## src/rtl/clk_rst_sequencer.sv

```systemverilog
// Lock-qualified reset sequencer plus NUM_CH phase-programmable clock-enable strobes.
// lock_s lags pll_locked by 2 edges; rst_out/ready/ce decode from registers; no backpressure.
module clk_rst_sequencer #(
    parameter int NUM_CH             = 2,
    parameter int DIV_W              = 8,
    parameter int LOCK_STABLE_CYCLES = 16,
    parameter int RST_HOLD_CYCLES    = 8
) (
    input  logic                      clk,
    input  logic                      rst,
    input  logic                      pll_locked,
    input  logic [NUM_CH*DIV_W-1:0]   cfg_div,
    input  logic [NUM_CH*DIV_W-1:0]   cfg_phase,
    input  logic                      cfg_load,
    output logic [NUM_CH-1:0]         ce,
    output logic                      rst_out,
    output logic                      ready,
    output logic [7:0]                lock_loss_count
);

    typedef enum logic [1:0] {ST_WAIT, ST_STABLE, ST_HOLD, ST_RUN} state_t;

    localparam int MAX_CYC = (LOCK_STABLE_CYCLES > RST_HOLD_CYCLES) ? LOCK_STABLE_CYCLES
                                                                     : RST_HOLD_CYCLES;
    localparam int CNT_W = (MAX_CYC > 1) ? $clog2(MAX_CYC) : 1;
    localparam logic [CNT_W-1:0] STABLE_LAST = CNT_W'(LOCK_STABLE_CYCLES - 1);
    localparam logic [CNT_W-1:0] HOLD_LAST   = CNT_W'(RST_HOLD_CYCLES - 1);

    logic             sync1_q, sync1_d;
    logic             lock_s_q, lock_s_d;
    state_t           state_q, state_d;
    logic [CNT_W-1:0] fsm_cnt_q, fsm_cnt_d;
    logic [7:0]       loss_q, loss_d;
    logic             enter_run;

    logic [DIV_W-1:0]  div_q    [NUM_CH];
    logic [DIV_W-1:0]  div_d    [NUM_CH];
    logic [DIV_W-1:0]  phase_q  [NUM_CH];
    logic [DIV_W-1:0]  phase_d  [NUM_CH];
    logic [DIV_W-1:0]  pdiv_q   [NUM_CH];
    logic [DIV_W-1:0]  pdiv_d   [NUM_CH];
    logic [DIV_W-1:0]  pphase_q [NUM_CH];
    logic [DIV_W-1:0]  pphase_d [NUM_CH];
    logic [DIV_W-1:0]  cnt_q    [NUM_CH];
    logic [DIV_W-1:0]  cnt_d    [NUM_CH];
    logic [DIV_W-1:0]  deff_cur [NUM_CH];
    logic [DIV_W-1:0]  deff_nxt [NUM_CH];
    logic [DIV_W-1:0]  phase_nxt[NUM_CH];
    logic [NUM_CH-1:0] pend_q, pend_d;
    logic [NUM_CH-1:0] ce_c;

    always_comb begin
        sync1_d   = pll_locked;
        lock_s_d  = sync1_q;
        state_d   = state_q;
        fsm_cnt_d = fsm_cnt_q;
        loss_d    = loss_q;
        case (state_q)
            ST_WAIT: begin
                if (lock_s_q) begin
                    state_d   = ST_STABLE;
                    fsm_cnt_d = '0;
                end
            end
            ST_STABLE: begin
                if (!lock_s_q) begin
                    state_d   = ST_WAIT;
                    fsm_cnt_d = '0;
                end else if (fsm_cnt_q == STABLE_LAST) begin
                    state_d   = ST_HOLD;
                    fsm_cnt_d = '0;
                end else begin
                    fsm_cnt_d = fsm_cnt_q + CNT_W'(1);
                end
            end
            ST_HOLD: begin
                if (!lock_s_q) begin
                    state_d   = ST_WAIT;
                    fsm_cnt_d = '0;
                    loss_d    = (loss_q == 8'hFF) ? loss_q : loss_q + 8'd1;
                end else if (fsm_cnt_q == HOLD_LAST) begin
                    state_d   = ST_RUN;
                    fsm_cnt_d = '0;
                end else begin
                    fsm_cnt_d = fsm_cnt_q + CNT_W'(1);
                end
            end
            ST_RUN: begin
                if (!lock_s_q) begin
                    state_d   = ST_WAIT;
                    fsm_cnt_d = '0;
                    loss_d    = (loss_q == 8'hFF) ? loss_q : loss_q + 8'd1;
                end
            end
            default: begin
                state_d   = ST_WAIT;
                fsm_cnt_d = '0;
            end
        endcase
    end

    assign enter_run = (state_q != ST_RUN) && (state_d == ST_RUN);

    // Pending registers always track the most recent cfg_load, so copying them back
    // into the active set on lock loss never resurrects a stale configuration.
    always_comb begin
        pend_d = pend_q;
        ce_c   = '0;
        for (int i = 0; i < NUM_CH; i++) begin
            div_d[i]    = div_q[i];
            phase_d[i]  = phase_q[i];
            pdiv_d[i]   = pdiv_q[i];
            pphase_d[i] = pphase_q[i];
            cnt_d[i]    = cnt_q[i];
            deff_cur[i] = (div_q[i] == '0) ? DIV_W'(1) : div_q[i];
            ce_c[i]     = (state_q == ST_RUN) && (cnt_q[i] == deff_cur[i] - DIV_W'(1));
            if (state_q != ST_RUN) begin
                if (cfg_load) begin
                    div_d[i]    = cfg_div[i*DIV_W +: DIV_W];
                    phase_d[i]  = cfg_phase[i*DIV_W +: DIV_W];
                    pdiv_d[i]   = cfg_div[i*DIV_W +: DIV_W];
                    pphase_d[i] = cfg_phase[i*DIV_W +: DIV_W];
                end
            end else begin
                if (ce_c[i]) begin
                    cnt_d[i] = '0;
                    if (pend_q[i]) begin
                        div_d[i]  = pdiv_q[i];
                        pend_d[i] = 1'b0;
                    end
                end else begin
                    cnt_d[i] = cnt_q[i] + DIV_W'(1);
                end
                if (cfg_load) begin
                    pdiv_d[i]   = cfg_div[i*DIV_W +: DIV_W];
                    pphase_d[i] = cfg_phase[i*DIV_W +: DIV_W];
                    pend_d[i]   = 1'b1;
                end
                if (state_d != ST_RUN) begin
                    div_d[i]   = pdiv_d[i];
                    phase_d[i] = pphase_d[i];
                    pend_d[i]  = 1'b0;
                end
            end
            // Entry phase is taken from the configuration that is active in RUN.
            deff_nxt[i]  = (div_d[i] == '0) ? DIV_W'(1) : div_d[i];
            phase_nxt[i] = (phase_d[i] >= deff_nxt[i]) ? '0 : phase_d[i];
            if (enter_run) begin
                cnt_d[i] = phase_nxt[i];
            end
        end
    end

    always_ff @(posedge clk) begin
        if (rst) begin
            sync1_q   <= 1'b0;
            lock_s_q  <= 1'b0;
            state_q   <= ST_WAIT;
            fsm_cnt_q <= '0;
            loss_q    <= '0;
            pend_q    <= '0;
            for (int i = 0; i < NUM_CH; i++) begin
                div_q[i]    <= '0;
                phase_q[i]  <= '0;
                pdiv_q[i]   <= '0;
                pphase_q[i] <= '0;
                cnt_q[i]    <= '0;
            end
        end else begin
            sync1_q   <= sync1_d;
            lock_s_q  <= lock_s_d;
            state_q   <= state_d;
            fsm_cnt_q <= fsm_cnt_d;
            loss_q    <= loss_d;
            pend_q    <= pend_d;
            for (int i = 0; i < NUM_CH; i++) begin
                div_q[i]    <= div_d[i];
                phase_q[i]  <= phase_d[i];
                pdiv_q[i]   <= pdiv_d[i];
                pphase_q[i] <= pphase_d[i];
                cnt_q[i]    <= cnt_d[i];
            end
        end
    end

    assign ce              = ce_c;
    assign rst_out         = (state_q != ST_RUN);
    assign ready           = (state_q == ST_RUN);
    assign lock_loss_count = loss_q;

endmodule

```

## config.mk

```make
export PLATFORM = sky130hd
export DESIGN_NAME = clk_rst_sequencer
export DESIGN_NICKNAME = d
export VERILOG_FILES = /design/src/rtl/clk_rst_sequencer.sv
export SDC_FILE = /design/constraint.sdc
export NUM_CORES = 1
export LEC_CHECK = 0
export CORE_ASPECT_RATIO = 1.2
export CORE_UTILIZATION = 40
export CTS_CLUSTER_SIZE = 40
export DETAILED_ROUTE_END_ITERATION = 10
export PLACE_DENSITY = 0.58
export SYNTH_ARGS = -nofsm -noshare
export SYNTH_HDL_FRONTEND = slang
export SYNTH_SLANG_ARGS = --single-unit
```

## constraint.sdc

```tcl
create_clock -name clk -period 5.1 [get_ports clk]
set_input_delay 0.51 -clock clk [delete_from_list [all_inputs] [get_ports clk]]
set_output_delay 0.51 -clock clk [all_outputs]
set_load 0.1 [all_outputs]
```

==> flow_summary.yaml <==
worst_setup_path:
  end_kind: "register"
  timing.rr.start: "div_q[0][6]$_SDFF_PP0_"
  startpoint_type: "register"
  critical_path.max_fanout: 8
  crit_type: "reg -> reg"
  crit_arrival_ns: 5.42
  crit_required_ns: 5.37
  cp-startpoint: "div_q[0][6]$_SDFF_PP0_"
logic_synthesis:
  synth.distinct_cells: 74
  synthTopCellsByArea: "dfxtp_1 34%, nand2_1 6.0%, ha_1 5.9%, a21oi_1 5.6%, nor2_1 3.9%"
  post-synth-top-count-cell: "dfxtp_1"
  netlist_instances: 719
  synth_seq_area_share_pct: 34.3
  synth_area_leader_cell: "dfxtp_1"
  synth_top_cell_area_share_pct: 34.3
  synth_async_sr_flop_share_pct: 0
  synth_seq_cells: 98
  synth.avg_cell_area_um2: 7.95
  synthFlopType: "dfxtp_1"
  synth_edf_count: 0
  synth_fp_nets: 782
  syn_area_um2: 5720
  synth_common_cells: "98 x dfxtp_1, 91 x nand2_1, 64 x a21oi_1"
  yosysWarnings: 0
finish:
  nets: 842
  nFillCells: 1354
  drive_gt1_share_pct: 12.9
  fin_cells: 953
  antenna_cells: 0
  syn_to_final_growth_pct: 21.5
timing:
  slew-limit-headroom_pct: 26.7
  tightest_slew_ns: 1.10
  min_period_ns: 5.15
  setup_viol: 6
  hold_viol: 0
  max_freq_ghz: 0.194
  slew_viol_final: 0
  skew_ns: 0.00717
  final.period_utilization_pct: 101
  setup_slack_ns: -0.0546
  rsz0062_at_grt: "true"
route:
  vias_per_cell: 5.80
  drcViolationCount: 6
  drtIter0Drc: 374
  wl_um: 16600
  firstDrtPassIters: 8
  routedWlPerCell_um: 17.4
  postRouteAntennaNets: 0
  num_vias: 5532
placement:
  hpwl_um: 11600
  dp_cells: 932
  port_buffers: 47
  gp_congestion: 0.891
  post-place-ws_ns: -0.0722
grt:
  grt_pass1_wl_um: 26600
  grtUsageTotal_pct: 22.8
  grt_max_degree: 103
  antenna_found_initial: 0
  use_met1_pct: 26.6
  top_usage_layer: "met2"
  grt_pass1_vias: 5308
  globalRouteOverflowTotal: 0
  grtUsageMet2_pct: 40.7
  met3_usage_pct: 4.03
clock_network:
  worstSkewPairLatency_ns: 0.35
  cts_root_buf: "clkbuf_16"
  clkTransAtPathRegs_ns: 0.06
  clockBufferDepth: 2
  cts_made_buffers: 9
  numClockSinks: 98
  cts_tree: "built"
  htree_levels: 3
floorplanning:
  fp.coreArea_um2: 13900
  rows: 47
  die_h_um: 133
  dieArea_um2: 14800
  start_util_pct: 41.2
  die_x_um: 111
  pin_count: 48
status:
  violations: "design-rule violations, negative setup slack"
  status: "complete, but fails checks"
run:
  drv_cap: 0
power:
  vdd_drop_max_v: 0.000179
  powerDensity_nw_per_um2: 253
  power_uw: 1760
  leakagePower_uw: 0.00271
worst_hold_path:
  holdCritStartpoint: "lock_s_d$_SDFF_PP0_"
  hp-class: "reg -> reg"
placed cells by master (no fill, tap or decap), drive strengths merged, types with 5 or more instances in the layout:
master,count
a21o,29
a21oi,64
a221oi,14
a22oi,5
a31oi,7
buf,49
clkbuf,10
clkdlybuf4s50,43
dfxtp,98
ha,27
inv,35
mux2i,20
nand2,91
nand2b,6
nand3,15
nor2,62
nor2b,16
nor3,11
nor3b,5
o21ai,42
o22ai,30
or3,5
or4,6
xnor2,16
xor2,11
through the flow:
| stage | hold slack (ns) | setup TNS [ns] | utilization [%] | instance area, um^2 |
|---|---|---|---|---|
| 2_1_floorplan | 0.414 | 0 | - | 5760 |
| 3_3_place_gp | 0.443 | 0 | 47.3 | 6560 |
| 3_5_place_dp | 0.433 | -0.213 | 47.3 | 6560 |
| 4_1_cts | 0.451 | -0.0221 | 49.5 | 6870 |
| 5_1_grt | 0.459 | -1.63 | 50.1 | 6950 |
| 6_report | 0.446 | -0.217 | 50.1 | 6950 |
state kept, by name (all words and copies together) (netlist names), 2 cells and up:
name,flops
pend_q,2
div_q,16
pphase_q,16
pdiv_q,16
state_q,2
fsm_cnt_q,4
cnt_q,16
phase_q,16
lock_loss_count,8
routing by layer:
layer  vias up  wire (um)
met5         -          0
met4         0        512
li1       2696          -
met1      2650       6900
met3        37        746
met2       149       8460
path summary, 6_finish.rpt:
| kind | end | slack (ns) | depth (start not counted) |
|---|---|---|---|
| worst max-delay path | cnt_q[0][5]$_SDFFE_PP0P_ | -0.05 | 23 |
| worst min-delay path | lock_s_q$_SDFF_PP0_ | 0.45 | 1 |
| worst max register to register | cnt_q[0][5]$_SDFFE_PP0P_ | -0.05 | 23 |
| worst min register to register | lock_s_q$_SDFF_PP0_ | 0.45 | 1 |
area by class of cell:
class / count / area (um^2) / share of cell area (%)
clock buffer: 10 / 239 / 3.44
inverter: 35 / 131 / 1.89
tap: 171 / 214 / 3.08
timing repair buffer: 92 / 833 / 12.0
multi-input combinational: 543 / 3550 / 51.0
sequential: 98 / 1970 / 28.3
clock inverter: 4 / 20.0 / 0.288
critical path, cell delays in order, from the launching register on:
cell and delay (ns):
dfxtp_2 0.32, or4_4 0.55, nor2_4 0.15, a21oi_2 0.08, ha_4 0.28, o21ai_2 0.05
a2111o_1 0.28, or4_4 0.54, nor3_4 0.27, buf_12 0.17, mux2i_1 0.18, a21o_1 0.16
nand4_2 0.13, o21bai_4 0.18, ha_4 0.21, nand2b_4 0.13, a21o_1 0.14, a21o_1 0.15
a21o_1 0.14, a21o_1 0.18, a211oi_2 0.25, o21ai_4 0.11, or2_4 0.24, a31oi_1 0.16
cell families after synthesis:
group	after synthesis	synth area share, %
AOI/OAI and AO/OA	227	25.6
xor gates and xnor gates	27	4.13
adders and majority gates	27	5.91
buffers and inverters	78	5.73
DFF	98	34.3
muxes	24	4.29
and+or+nand+nor	238	20.0
repair_timing:
item / CTS / global route
pin swaps: 7 / 22
buffers inserted: 4 / 3
endpoints found under the setup margin: 5 / 16
gates cloned: 0 / 0
gates resized for setup: 4 / 11
hold buffers: 0 / 0
power breakdown:
part           internal, uW  switching (uW)  total [uW]
Clock                   335             291         626
Combinational           152             165         317
Sequential              794            19.5         814
Power figures use the tool's default switching activity.
